[config.mk]
export PLATFORM = sky130hd
export DESIGN_NAME = cam_fb_writer
export DESIGN_NICKNAME = d
export VERILOG_FILES = /design/src/rtl/cam_fb_writer.sv
export SDC_FILE = /design/constraint.sdc
export NUM_CORES = 1
export LEC_CHECK = 0
export ABC_AREA = 1
export BUFFER_PORTS_ARGS = -buffer_cell sky130_fd_sc_hd__clkbuf_2
export CORE_ASPECT_RATIO = 1.1
export CORE_UTILIZATION = 55
export DETAILED_ROUTE_END_ITERATION = 8
export HOLD_SLACK_MARGIN = 0.02
export PLACE_DENSITY = 0.76
export SLEW_MARGIN = 30
export SYNTH_ARGS = -nofsm -noshare
export SYNTH_HDL_FRONTEND = slang
export SYNTH_SLANG_ARGS = --single-unit
[constraint.sdc]
create_clock -name i_pclk -period 3.4 [get_ports i_pclk]
set_clock_uncertainty 0.05 [all_clocks]
set_input_delay 0.17 -clock i_pclk [delete_from_list [all_inputs] [get_ports i_pclk]]
set_output_delay 0.17 -clock i_pclk [all_outputs]
set_load 0.02 [all_outputs]
[src/rtl/cam_fb_writer.sv]
// cam_fb_writer: camera pixel stream to ping-pong frame-buffer write port.
// Synchronises VSYNC, counts pixels into linear addresses, checks each
// frame's pixel count at frame end and swaps buffers only on good frames.
// Optional build macro FB_DECIMATE_EN: keep only even-x/even-y pixels,
// producing a half-width, half-height image.
//
// Handshake: i_pix_valid is a one-cycle strobe with no back-pressure; each
// accepted pixel appears on the write port exactly one cycle later with
// o_wr_en high for that single cycle.
module cam_fb_writer #(
    parameter int H_ACTIVE = 640,
    parameter int V_ACTIVE = 480,
    parameter int ADDR_W   = 19
) (
    input  logic              i_pclk,
    input  logic              i_rstn,
    input  logic              i_vsync,
    input  logic [11:0]       i_pix_data,
    input  logic              i_pix_valid,
    input  logic              i_enable,
    output logic              o_wr_en,
    output logic [ADDR_W-1:0] o_wr_addr,
    output logic [11:0]       o_wr_data,
    output logic              o_wr_buf,
    output logic              o_rd_buf,
    output logic              o_frame_done,
    output logic              o_frame_err
);

    localparam int XW = (H_ACTIVE > 1) ? $clog2(H_ACTIVE) : 1;
    localparam int YW = $clog2(V_ACTIVE + 1);
`ifdef FB_DECIMATE_EN
    localparam int FRAME_WORDS = (H_ACTIVE / 2) * (V_ACTIVE / 2);
`else
    localparam int FRAME_WORDS = H_ACTIVE * V_ACTIVE;
`endif
    // One extra bit so a full count never wraps before the end-of-frame check.
    localparam logic [ADDR_W:0] FRAME_CNT = (ADDR_W + 1)'(FRAME_WORDS);
    localparam logic [XW-1:0]   X_LAST    = XW'(H_ACTIVE - 1);
    localparam logic [YW-1:0]   Y_END     = YW'(V_ACTIVE);

    typedef enum logic {IDLE = 1'b0, ACTIVE = 1'b1} state_t;

    state_t          state_q, state_d;
    logic            vs_s1, vs_s2, vs_s3;
    logic            fs, fe;
    logic            start, capture, frame_end;
    logic [XW-1:0]   x_q, x_d;
    logic [YW-1:0]   y_q, y_d;
    logic [ADDR_W:0] cnt_q, cnt_d;
    logic            ovf_q, ovf_d;
    logic            wr_d;
    logic [ADDR_W-1:0] wr_addr_d;
    logic            keep;
    logic            good_d, bad_d;

    // VSYNC synchroniser plus one delay stage for edge detection.
    always_ff @(posedge i_pclk or negedge i_rstn) begin
        if (!i_rstn) begin
            vs_s1 <= 1'b0;
            vs_s2 <= 1'b0;
            vs_s3 <= 1'b0;
        end else begin
            vs_s1 <= i_vsync;
            vs_s2 <= vs_s1;
            vs_s3 <= vs_s2;
        end
    end

    assign fs        = vs_s3 & ~vs_s2;
    assign fe        = ~vs_s3 & vs_s2;
    assign start     = (state_q == IDLE) && fs && i_enable;
    assign capture   = (state_q == ACTIVE) || start;
    assign frame_end = (state_q == ACTIVE) && fe;

    // FSM state register.
    always_ff @(posedge i_pclk or negedge i_rstn) begin
        if (!i_rstn) state_q <= IDLE;
        else         state_q <= state_d;
    end

    // FSM next-state: enable is only looked at on the frame-start edge.
    always_comb begin
        state_d = state_q;
        case (state_q)
            IDLE:    if (fs && i_enable) state_d = ACTIVE;
            ACTIVE:  if (fe)             state_d = IDLE;
            default: state_d = IDLE;
        endcase
    end

    // FSM outputs: counter updates, write decision and frame verdict.
    always_comb begin
        x_d       = x_q;
        y_d       = y_q;
        cnt_d     = cnt_q;
        ovf_d     = ovf_q;
        wr_d      = 1'b0;
        wr_addr_d = cnt_q[ADDR_W-1:0];
        keep      = 1'b1;
        if (start) begin
            x_d   = '0;
            y_d   = '0;
            cnt_d = '0;
            ovf_d = 1'b0;
        end
        if (capture && i_pix_valid) begin
            if (y_d < Y_END) begin
`ifdef FB_DECIMATE_EN
                keep = ~x_d[0] & ~y_d[0];
`else
                keep = 1'b1;
`endif
                wr_d      = keep;
                wr_addr_d = cnt_d[ADDR_W-1:0];
                if (keep) cnt_d = cnt_d + 1'b1;
                if (x_d == X_LAST) begin
                    x_d = '0;
                    y_d = y_d + 1'b1;
                end else begin
                    x_d = x_d + 1'b1;
                end
            end else begin
                ovf_d = 1'b1;
            end
        end
        // The verdict includes a pixel arriving in the frame-end cycle.
        good_d = frame_end && !ovf_d && (cnt_d == FRAME_CNT);
        bad_d  = frame_end && !good_d;
    end

    // Registered counters, write port and buffer bookkeeping.
    always_ff @(posedge i_pclk or negedge i_rstn) begin
        if (!i_rstn) begin
            x_q          <= '0;
            y_q          <= '0;
            cnt_q        <= '0;
            ovf_q        <= 1'b0;
            o_wr_en      <= 1'b0;
            o_wr_addr    <= '0;
            o_wr_data    <= '0;
            o_wr_buf     <= 1'b0;
            o_rd_buf     <= 1'b0;
            o_frame_done <= 1'b0;
            o_frame_err  <= 1'b0;
        end else begin
            x_q          <= x_d;
            y_q          <= y_d;
            cnt_q        <= cnt_d;
            ovf_q        <= ovf_d;
            o_wr_en      <= wr_d;
            o_frame_done <= frame_end;
            if (wr_d) begin
                o_wr_addr <= wr_addr_d;
                o_wr_data <= i_pix_data;
            end
            // A bad frame leaves both indices alone so it gets overwritten.
            if (good_d) begin
                o_rd_buf <= o_wr_buf;
                o_wr_buf <= ~o_wr_buf;
            end
            if (bad_d) o_frame_err <= 1'b1;
        end
    end

endmodule

# Yosys cells after proc, flatten, opt, wreduce, memory -nomap -nowiden
# Index checks and enable logic that the tools add are counted.
[totals]
register_bits = 80
inputBits = 17
out_inout_bits = 36
wordCells = 59
[classes]
addsub = 3
order_cmp = 1
n_eq_ne = 2
muxes = 21
n_bitwise = 6
reduce_logical = 11
[op_table]
columns = ["op", "count"]
rows = [
  ["20-bit 2-to-1 mux", 3],
  ["10-bit 2-to-1 mux", 4],
  ["19-bit 2-to-1 mux", 2],
  ["9-bit 2-to-1 mux", 4],
  ["20-bit by 1-bit adder with 20-bit output (second input constant)", 1],
  ["20-bit by 19-bit equality test with 1-bit output (second input constant)", 1],
  ["10-bit by 1-bit adder with 10-bit output (second input constant)", 1],
  ["10-bit equality test (second input constant)", 1],
  ["9-bit by 1-bit adder with 9-bit output (second input constant)", 1],
  ["9-bit < comparator (second input constant)", 1],
  ["1-bit logical AND", 8],
  ["1-bit 2-to-1 mux", 7],
  ["1-bit inverter", 4],
  ["1-bit bitwise AND", 2],
  ["1-bit logical NOT", 2],
  ["1-bit one-hot mux with 2 select lines", 1],
  ["1-bit logical OR", 1],
]

# Depth between registers and ports, before layout
# Gate-level depths: netlist of run 1.
[depth]
word_depth = 13
depth_mapped = 20
ltp_nobuf = 18

# Worst setup path before layout of run 1
# OpenSTA, ideal clock, no wires.
[synth_path]
kind = "reg2reg"
start = "register vs_s3"
end = "register y_q[7]"
setup_ns = 0.127
arrival_ns = 2.185
required_time_ns = 3.223
setup_slack_ns = 1.038
path_stages_with_launch = 19
path_buffers = 3
period_less_slack_ns = 2.362
path_cell_list = "dfrtp_1 -> nand2_1 -> inv_2 -> nand2_4 -> buf_12 -> buf_6 -> buf_6 -> nand2_2 -> inv_1 -> ha_1 -> nand2_1 -> nor2_1 -> nand2_1 -> nor2_2 -> nand3_2 -> nand3b_1 -> nor3_1 -> or2_2 -> nand3_1"
[synth_via]
elab_chain_cells = 8
elab_cells_between_ends = 13
cone_classes = "1 x add/sub; 1 x order compare; 1 x eq/ne; 5 x mux; 1 x bitwise; 4 x reduce/logical"
[synth_lines]
columns = ["element", "line", "rtl"]
rows = [
  ["from (decl)", "45", "logic vs_s1, vs_s2, vs_s3;"],
  ["from (signal assigned)", "66", "vs_s3 <= vs_s2;"],
  ["1-bit bitwise AND *", "70", "assign fs = vs_s3 & ~vs_s2;"],
  ["1-bit logical AND * (2 in a row)", "72", "assign start = (state_q == IDLE) && fs && i_enable;"],
  ["9-bit 2-to-1 mux / 10-bit 2-to-1 mux (equally long branches)", "101", "if (start) begin"],
  ["9-bit by 1-bit adder with 9-bit output / 10-bit equality test (equally long branches)", "119, 117", ""],
  ["9-bit 2-to-1 mux", "117", "if (x_d == X_LAST) begin"],
  ["9-bit 2-to-1 mux", "108", "if (y_d < Y_END) begin"],
  ["9-bit 2-to-1 mux *", "107", "if (capture && i_pix_valid) begin"],
  ["named net y_d[7]", "49", "logic [YW-1:0] y_q, y_d;"],
  ["to (signal assigned)", "148", "y_q <= y_d;"],
  ["to (decl)", "49", ""],
]
# The timed path passes the listed nets; every way through them passes the cells marked *.
# A chain may end at the register's enable or synchronous reset.

# Worst setup path in the final report of run 1
[layout_path]
start = "register vs_s3"
end = "register o_frame_err"
[layout_via]
elab_cells_between_ends = 23
cone_classes = "1 x add/sub; 1 x order compare; 1 x eq/ne; 7 x mux; 3 x bitwise; 10 x reduce/logical"
[layout_rtl]
columns = ["element", "line", "rtl"]
rows = [
  ["1-bit bitwise AND *", "70", ""],
  ["1-bit logical AND * (2 in a row)", "72", ""],
  ["20-bit 2-to-1 mux / 9-bit 2-to-1 mux (equally long branches)", "101", ""],
  ["20-bit by 1-bit adder with 20-bit output / 9-bit < comparator (equally long branches)", "116, 108", ""],
  ["20-bit 2-to-1 mux", "108", ""],
  ["20-bit 2-to-1 mux *", "107", ""],
  ["named net cnt_d[9]", "50", "logic [ADDR_W:0] cnt_q, cnt_d;"],
  ["20-bit by 19-bit equality test with 1-bit output *", "128", "good_d = frame_end && !ovf_d && (cnt_d == FRAME_CNT);"],
  ["1-bit logical AND *", "128", ""],
  ["1-bit logical NOT *", "129", "bad_d = frame_end && !good_d;"],
  ["1-bit logical AND *", "129", ""],
  ["to (signal assigned)", "145", "o_frame_err <= 1'b0;"],
  ["to (signal assigned)", "162", "if (bad_d) o_frame_err <= 1'b1;"],
  ["to (decl)", "27", "output logic o_frame_err"],
]
# Marks and branches as above.

==> run_results.csv, run 1 <==
group,metric,value,unit
grt,grt_pass1_wl,15100,um
yosys,yosysMostFrequentCell,"nand2_1",
layout,antennaDiodeCount,0,
setup_path,worstPathCellList,"nand2_1 > inv_2 > nand2_4 > nand4_4 > nand2_4 > inv_1 > buf_4 > nand3_1 > nand2_1 > nand2_1 > inv_2 > nor2_1 > nand2_1 > nor2_2 > nand2_1 > nand2_1 > nand2_1",
place,dp_hpwl,6060,um
yosys,ys.flop_type,"dfrtp_1",
sta,relSlewSlack,0.528,
layout,layout.nets,609,
floorplanning,start_util,0.583,
setup_path,start_kind,"flip-flop",
grt,grt_use_total,0.247,
yosys,synth.area.top_cells,"dfrtp_1 (48%), nand2_1 (17%), inv_1 (5.9%)",
setup_path,r2r-end,"o_frame_err",
job,drv_cap,0,
yosys,synthAdderAreaFrac,0.00599,
setup_path,reg2reg_depth,17,
setup_path,arrival,2.99,ns
floorplanning,io_pins,53,
pwr,peakVddDrop,0.343,mV
floorplanning,die_area,0.00795,sq mm
routing,wl_per_cell,13.1,um
yosys,synth_compound_area_frac,0.0470,
setup_path,r2r_slack,0.63,ns
cts,postCtsSetupBuffers,0,
grt,grt_max_degree,81,
setup_path,cp-startpoint,"vs_s3",
yosys,yosys-top-cells-count,"nand2_1 (192), dfrtp_1 (80), inv_1 (66)",
layout,drive_gt1_frac,0.178,
yosys,synth_top_area_share,0.479,
routing,ant_nets,0,
sta,timing.final.max_slew_violations,0,
sta,tightest_slew,0.707,ns
setup_path,required,3.61,ns
yosys,synthMuxAreaShare,0.00269,
sta,final.setup.tns,0,ns
routing,highest_layer,"met4",
grt,grt-ovfl-total,0,
routing,vias_per_cell,5.18,
floorplanning,die_h,93.4,um
cts,cts_made_buffers,9,
pwr,p_per_area,498,mW/mm^2
sta,timing.fmax,360,MHz
routing,drc,0,
routing,met2_length,4480,um
yosys,synth_cells,525,
cts,htreeDepth,3,
floorplanning,core-area,0.00717,sq mm
grt,antenna_found_initial,0,
sta,hold_viol,0,
yosys,synth_xor_area_frac,0.0210,
layout,finalNonFillerCells,680,
sta,timing.final.crit_share,0.816,
yosys,synth.avg_cell_area,7.96,sq um
yosys,synth_top_cell_by_area,"dfrtp_1",
floorplanning,num_rows,32,
place,io_buffer_count,52,
setup_path,critPathTopFamily,"simple AND/OR/NAND/NOR gates",
setup_path,crit_fanout,37,
yosys,synth_top_family_by_area,"simple AND/OR/NAND/NOR gates",
setup_path,path_buf_inv,4,
cts,cts_tree,"done",
yosys,yosysWarnings,0,
cts,cts-root-buf,"clkbuf_8",
cts,clkSinkCount,80,
yosys,synth-edff-count,0,
sta,min_period,2.77,ns
grt,grt_pass1_vias,3383,
outcome,status,"finished, final reports clean",
setup_path,max_stage_delay,0.41,ns
setup_path,crit_path_end_kind,"flip-flop",
routing,drt_iter0_markers,206,
yosys,synth_fp_nets,544,
sta,setup_violations,0,
cts,clk_latency,0.36,ns
yosys,netlist_area,0.00418,sq mm
routing,dr_wl_met3,394,um
setup_path,cp_slowest_cell,"dfrtp_1",
setup_path,worstSetupPathType,"reg2reg",
yosys,ys_seq_elements,80,
floorplanning,die_width,85.1,um
place,place.gp.congestion,0.848,
routing,routed_wl,8900,um
setup_path,crit_path_frequent_cell,"nand2_1",
yosys,synth-seq-area-share,0.479,
sta,rsz0062_at_grt,"no",
routing,wl_met1,3750,um
yosys,synthArstFlopShare,1.00,
routing,dr.pass1.iters,6,
setup_path,crit_end,"o_frame_err",
yosys,yosysUniqueCellTypes,40,
cts,max-clock-path-buffers,2,
routing,vias,3523,
cts,clk_pin_slew,0.09,ns
pwr,p_leak,2.57,nW
setup_path,cp.depth,17,
place,dp.cells,650,
layout,area_growth_syn_to_layout,15.0,%
yosys,synth-simple-area-share,0.355,
hold_path,holdCritPathClass,"in2reg",
setup_path,rr_startpoint,"vs_s3",
==> metal layers <==
metal / up-vias / track usage
met5: - / 0
met4: 0 / 0.133
met3: 24 / 0.0415
met2: 94 / 0.421
met1: 1643 / 0.299
li1: 1762 / -
==> metrics by stage <==
step | area (sq um) | power, mW | hold WS [ns] | utilization | worst slack (ns)
floorplan | 4180 | 1.51 | -0.176 | - | 1.04
global placement | 4460 | 1.66 | 0.231 | 0.622 | 0.763
detailed placement | 4460 | 1.68 | 0.233 | 0.622 | 0.660
CTS | 4800 | 2.41 | 0.225 | 0.670 | 0.653
global route | 4810 | 2.52 | 0.236 | 0.671 | 0.303
finish | 4810 | 2.39 | 0.227 | 0.671 | 0.626
==> registers in the layout (all words and copies together), names as in the netlist, 9 cells and up <==
name       cells
x_q           10
o_wr_data     12
o_wr_addr     19
y_q            9
cnt_q         20
==> cell type report <==
type,instances,area [sq um]
Clock inverter,7,81.3
Inverter,69,259
Clock buffer,9,124
Timing Repair Buffer,69,429
Multi-Input combinational cell,361,1800
Sequential cell,80,2000
Tap cell,85,106
Fill cell,600,2360
==> kinds of logic (layout without fill, tap and decap cells) <==
logic type      after synthesis  count (layout)
simple gates                312             312
buf+inv                      84             154
flops                        80              80
compound gates               36              36
xor+xnor                     10              10
fa+ha+maj                     2               2
mux                           1               1
==> tightest hold or removal path, cell delays in order <==
cell      delay [ns]
clkbuf_2        0.11
nand2_1         0.16
nand3_1         0.09
o21ai_0         0.07
==> cells in the final DEF, fill, tap and decap left out, drive strengths merged <==
master	instances
nor4	1
o21bai	1
inv	70
clkbuf	60
nor3b	2
a22o	1
and2	2
clkinv	5
dfrtp	80
nand4	5
nor2	51
buf	4
xor2	5
nor3	6
xnor2	5
nand3b	8
bufinv	1
nor2b	1
dlygate4sd3	14
o21ai	27
or2	1
nand3	35
mux2	1
a21oi	3
a32oi	1
o32ai	1
o22ai	2
ha	2
nand2	200
==> what timing repair did <==
action | in CTS | in global routing
hold buffers | 14 | 0
endpoints found under the hold margin | 93 | 0
gates resized for setup | 0 | 0
==> how the worst min path moves through the flow <==
stage | start | to | slack, ns | cells after the start
5_1_grt | i_pix_valid | x_q[4] | 0.24 | 4
3_3_place_gp | i_vsync | vs_s1 | 0.23 | 1
2_1_floorplan | i_rstn | cnt_q[0] | -0.18 | 0
3_5_place_dp | i_vsync | vs_s1 | 0.23 | 1
4_1_cts | i_pix_valid | x_q[4] | 0.23 | 4
6_report | i_pix_valid | x_q[4] | 0.23 | 4
==> power by group <==
group / total [mW] / leakage (nW) / switching (mW) / internal [mW]
clock: 0.719 / 0.105 / 0.372 / 0.348
combinational: 0.519 / 1.40 / 0.349 / 0.170
sequential: 1.15 / 1.06 / 0.0867 / 1.07
Note: power is estimated with default switching activity, not from simulation.
==> run 2, diff against run 1 <==
==> constraint.sdc (replaced) <==
create_clock -name i_pclk -period 2.6 [get_ports i_pclk]
set_clock_uncertainty 0.05 [all_clocks]
set_input_delay 0.13 -clock i_pclk [delete_from_list [all_inputs] [get_ports i_pclk]]
set_output_delay 0.13 -clock i_pclk [all_outputs]
set_load 0.02 [all_outputs]
==> run_results.csv, run 2 (synthesis gave the netlist of run 1 again) <==
group,metric,value,unit
outcome,status,"finished, final reports clean",
pwr,p_per_area,643,mW/mm^2
setup_path,path_buf_inv,4,
place,io_buffer_count,52,
cts,clkSinkCount,80,
setup_path,worstPathCellList,"nand2_1 > inv_2 > nand2_8 > inv_2 > buf_4 > nor2_1 > ha_1 > inv_1 > nor3_1 > nand2_1 > nor3_2 > nor3b_1 > o21ai_0",
floorplanning,die_h,93.4,um
grt,grt_use_total,0.252,
sta,setup_violations,0,
layout,layout.nets,622,
layout,area_growth_syn_to_layout,18.6,%
setup_path,cp_slowest_cell,"dfrtp_1",
routing,ant_nets,0,
sta,timing.fmax,416,MHz
routing,wl_met1,4040,um
setup_path,worstSetupPathType,"reg2reg",
layout,antennaDiodeCount,0,
sta,fin_ws,0.198,ns
sta,rsz0062_at_grt,"no",
sta,tightest_slew,0.709,ns
floorplanning,core-area,0.00717,sq mm
sta,min_period,2.40,ns
setup_path,critPathTopFamily,"simple AND/OR/NAND/NOR gates",
layout,fill_cells,594,
cts,clk_pin_slew,0.10,ns
floorplanning,num_rows,32,
sta,timing.final.crit_share,0.924,
cts,clk_latency,0.37,ns
routing,met2_length,4780,um
sta,hold_viol,0,
place,dp_hpwl,6320,um
routing,vias_per_cell,5.19,
routing,vias,3595,
routing,wl_per_cell,13.7,um
routing,highest_layer,"met4",
layout,design_area,0.00496,sq mm
routing,drt_iter0_markers,193,
place,pre_cts_ws,0.0330,ns
layout,largest_register_ff_count,20,
job,drv_cap,0,
place,place_area,0.00451,sq mm
setup_path,crit_fanout,10,
grt,grt_max_degree,81,
layout,layout_commonest_cell,"nand2_1",
cts,cts-root-buf,"clkbuf_8",
layout,mostFrequentLayoutCells,"nand2_1 (191), dfrtp_1 (80), inv_1 (65), clkbuf_2 (51), nor2_1 (37)",
layout,top_register,"cnt_q",
pwr,p_leak,2.62,nW
setup_path,arrival,2.60,ns
sta,timing.final.max_slew_violations,0,
floorplanning,start_util,0.583,
cts,cts_made_buffers,9,
routing,dr_wl_met3,379,um
setup_path,start_kind,"flip-flop",
floorplanning,die_width,85.1,um
pwr,peakVddDrop,0.476,mV
place,place.gp.congestion,0.934,
cts,max-clock-path-buffers,2,
setup_path,max_stage_delay,0.40,ns
grt,antenna_found_initial,0,
layout,top_regs,"cnt_q (20), o_wr_addr (19), o_wr_data (12)",
sta,relSlewSlack,0.527,
sta,final.setup.tns,0,ns
hold_path,holdCritPathClass,"in2reg",
grt,grt_pass1_vias,3474,
routing,drc,0,
cts,cts_tree,"done",
layout,drive_gt1_frac,0.206,
setup_path,required,2.79,ns
floorplanning,die_area,0.00795,sq mm
routing,dr.pass1.iters,4,
cts,htreeDepth,3,
grt,grt-ovfl-total,0,
floorplanning,io_pins,53,
routing,routed_wl,9470,um
layout,post-route-util,0.692,
setup_path,crit_path_end_kind,"flip-flop",
grt,grt_pass1_wl,15700,um
[run 2: cell count changes in the layout (fill, tap and decap cells not counted), sizes merged]
cell | previous run | this run
buf | 4 | 17
clkinvlp | 0 | 2
clkinv | 5 | 3
[run 2: report_power, final]
group	leakage [nW]	internal (mW)	total (mW)	switching, mW
Combinational	1.46	0.241	0.720	0.479
Sequential	1.06	1.40	1.51	0.114
Clock	0.102	0.455	0.958	0.503
Total	2.62	2.09	3.19	1.10
[run 2: repair_timing]
| action | 4_1_cts | 5_1_grt |
|---|---|---|
| hold buffers | 14 | 0 |
| endpoints found under the setup margin | 1 | 10 |
| buffers inserted | 0 | 8 |
| hold endpoints to repair | 93 | 0 |
| cloned | 0 | 0 |
| resized for setup | 1 | 6 |
| pin swaps | 0 | 2 |
[run 2: worst min-delay path, stage by stage]
cell and delay, ns:
clkbuf_2 0.11, nand2_1 0.10, nand3_1 0.09, o21ai_0 0.08
[run 2: layout make-up]
cell class	count	area, sq um	share of cell area
flip-flops and latches	80	2000	0.404
clock buffers	9	124	0.0250
well taps	85	106	0.0215
inverters	69	263	0.0530
multi-input cells	361	1830	0.369
repair buffers	82	552	0.111
clock inverters	7	80.1	0.0162
[run 2: stage by stage]
stage / cells / total power, mW / hold slack, ns
finish: 693 / 3.19 / 0.140
global route: 693 / 3.33 / 0.191
CTS: 685 / 3.17 / 0.148
detailed placement: 655 / 2.21 / 0.190
global placement: 655 / 2.19 / 0.190
floorplan: 525 / 1.98 / -0.216
[run 2: routing by layer]
metal / GRT usage / vias to the layer above
met5: 0 / -
met3: 0.0380 / 28
li1: - / 1786
met2: 0.449 / 106
met4: 0.100 / 0
met1: 0.307 / 1675
[run 2: worst paths after layout]
path                             start  cells past startpoint           end  slack (ns)
hold reg to reg                  vs_s1                      0         vs_s2        0.32
hold / removal             i_pix_valid                      4        x_q[4]        0.14
min in group asynchronous       i_rstn                      2  o_wr_addr[5]        0.31
max in group asynchronous       i_rstn                      2        x_q[4]        1.70
setup reg to reg                 vs_s3                     13        y_q[6]        0.20
setup / recovery                 vs_s3                     13        y_q[6]        0.20
==> run 3, diff against run 2 <==
--- a/config.mk
+++ b/config.mk
@@ -12,6 +12,7 @@
 export DETAILED_ROUTE_END_ITERATION = 8
 export HOLD_SLACK_MARGIN = 0.02
 export PLACE_DENSITY = 0.76
+export RECOVER_POWER = 50
 export SLEW_MARGIN = 30
 export SYNTH_ARGS = -nofsm -noshare
 export SYNTH_HDL_FRONTEND = slang
==> run_results.csv, run 3 (synthesis gave the netlist of run 1 again) <==
group,metric,value,unit
outcome,status,"complete, but fails checks",
outcome,violations,"max-capacitance violations, max-slew violations",
grt,grt_pass1_vias,3474,
routing,vias,3595,
cts,clk_latency,0.37,ns
routing,dr_wl_met3,374,um
floorplanning,num_rows,32,
pwr,peakVddDrop,0.476,mV
cts,htreeDepth,3,
cts,clk_pin_slew,0.10,ns
sta,timing.final.crit_share,0.931,
floorplanning,core-area,0.00717,sq mm
grt,grt_use_total,0.252,
floorplanning,die_width,85.1,um
setup_path,crit_fanout,10,
routing,highest_layer,"met4",
sta,min_period,2.42,ns
hold_path,holdCritPathClass,"in2reg",
cts,max-clock-path-buffers,2,
place,dp_hpwl,6320,um
routing,wl_met1,4070,um
routing,drc,0,
layout,mostFrequentLayoutCells,"nand2_1 (191), dfrtp_1 (80), inv_1 (65), clkbuf_2 (39), nor2_1 (37)",
layout,top_regs,"cnt_q (20), o_wr_addr (19), o_wr_data (12)",
routing,ant_nets,0,
routing,routed_wl,9490,um
pwr,p_per_area,646,mW/mm^2
floorplanning,io_pins,53,
cts,cts-root-buf,"clkbuf_8",
setup_path,arrival,2.61,ns
sta,timing.fmax,413,MHz
layout,antennaDiodeCount,0,
setup_path,reg2reg_depth,13,
routing,drt_iter0_markers,182,
cts,clkSinkCount,80,
place,place.gp.congestion,0.934,
job,drv_cap,1,
setup_path,max_stage_delay,0.40,ns
setup_path,worstSetupPathType,"reg2reg",
routing,dr.pass1.iters,4,
sta,setup_violations,0,
pwr,p_leak,2.58,nW
routing,wl_per_cell,13.7,um
floorplanning,die_h,93.4,um
routing,vias_per_cell,5.19,
grt,grt_pass1_wl,15700,um
layout,drive_gt1_frac,0.184,
setup_path,start_kind,"flip-flop",
sta,final.setup.tns,0,ns
setup_path,worstPathCellList,"nand2_1 > inv_2 > nand2_8 > inv_2 > buf_4 > nor2_1 > ha_1 > inv_1 > nor3_1 > nand2_1 > nor3_2 > nor3b_1 > o21ai_0",
layout,layout.nets,622,
floorplanning,start_util,0.583,
layout,top_register,"cnt_q",
cts,cts_made_buffers,9,
sta,timing.final.max_slew_violations,81,
layout,area_growth_syn_to_layout,18.0,%
layout,largest_register_ff_count,20,
sta,rsz0062_at_grt,"no",
hold_path,hold_depth,4,
layout,layout_commonest_cell,"nand2_1",
setup_path,cp_slowest_cell,"dfrtp_1",
sta,relSlewSlack,-0.287,
pwr,finalPower,3.19,mW
routing,met2_length,4780,um
floorplanning,die_area,0.00795,sq mm
sta,tightest_slew,1.93,ns
setup_path,crit_path_end_kind,"flip-flop",
sta,hold_viol,0,
grt,antenna_found_initial,0,
grt,grt-ovfl-total,0,
setup_path,required,2.79,ns
place,io_buffer_count,52,
cts,cts_tree,"done",
grt,grt_max_degree,81,
-- run 3: changes by cell type in the layout (fill, tap and decap cells not counted) --
cell      before  now
clkbuf_1       0   13
clkbuf_2      51   39
buf_6          1    0
-- run 3: where the power goes --
part | internal, mW | leakage (nW) | total, mW | switching (mW)
Clock | 0.455 | 0.102 | 0.960 | 0.505
Combinational | 0.237 | 1.41 | 0.716 | 0.479
Sequential | 1.40 | 1.06 | 1.51 | 0.114
Total | 2.09 | 2.58 | 3.19 | 1.10
-- run 3: per-layer routing --
| metal | global-route usage | vias up |
|---|---|---|
| met5 | 0 | - |
| met4 | 0.100 | 0 |
| met3 | 0.0380 | 28 |
| met2 | 0.449 | 105 |
| met1 | 0.307 | 1675 |
| li1 | - | 1787 |
-- run 3: area by class of cell --
cell class / count / area [sq um]
clock buffers: 9 / 124
well taps: 85 / 106
multi-input cells: 361 / 1830
flip-flops and latches: 80 / 2000
inverters: 69 / 263
fillers: 607 / 2230
repair buffers: 82 / 529
clock inverters: 7 / 80.1
-- run 3: worst paths after layout --
path / slack (ns) / endpoint / from
max in group asynchronous: 0.57 / x_q[4] / i_rstn
max reg2reg: 0.18 / y_q[6] / vs_s3
min: 0.14 / x_q[4] / i_pix_valid
min in group asynchronous: 0.79 / o_wr_addr[7] / i_rstn
min reg2reg: 0.32 / vs_s2 / vs_s1
max: 0.18 / y_q[6] / vs_s3
-- run 3: critical path: cells and delay by family, from the launching register on --
kind,cells,cell delay [ns]
AND/OR/NAND/NOR,7,1.14
AO/OA/AOI/OAI,1,0.17
buffers and inverters,4,0.36
adder cells (fa/ha/maj),1,0.17
flip-flops,1,0.40
-- run 3: per-stage QoR --
stage | hold slack, ns | setup slack, ns | cell area (sq um) | std cells | util
CTS | 0.148 | 0.00397 | 4860 | 685 | 0.678
finish | 0.140 | 0.180 | 4930 | 693 | 0.689
floorplan | -0.216 | 0.238 | 4180 | 525 | -
global route | 0.191 | 0.00239 | 4930 | 693 | 0.689
global placement | 0.190 | 0.159 | 4510 | 655 | 0.629
detailed placement | 0.190 | 0.0330 | 4510 | 655 | 0.629
-- run 3: what timing repair did --
| action | 4_1_cts | 5_1_grt |
|---|---|---|
| endpoints found under the setup margin | 1 | 10 |
| pin swaps | 0 | 2 |
| buffers inserted | 0 | 8 |
| cloned | 0 | 0 |
| endpoints found under the hold margin | 93 | 0 |
| resized for setup | 1 | 6 |
| hold buffers | 14 | 0 |
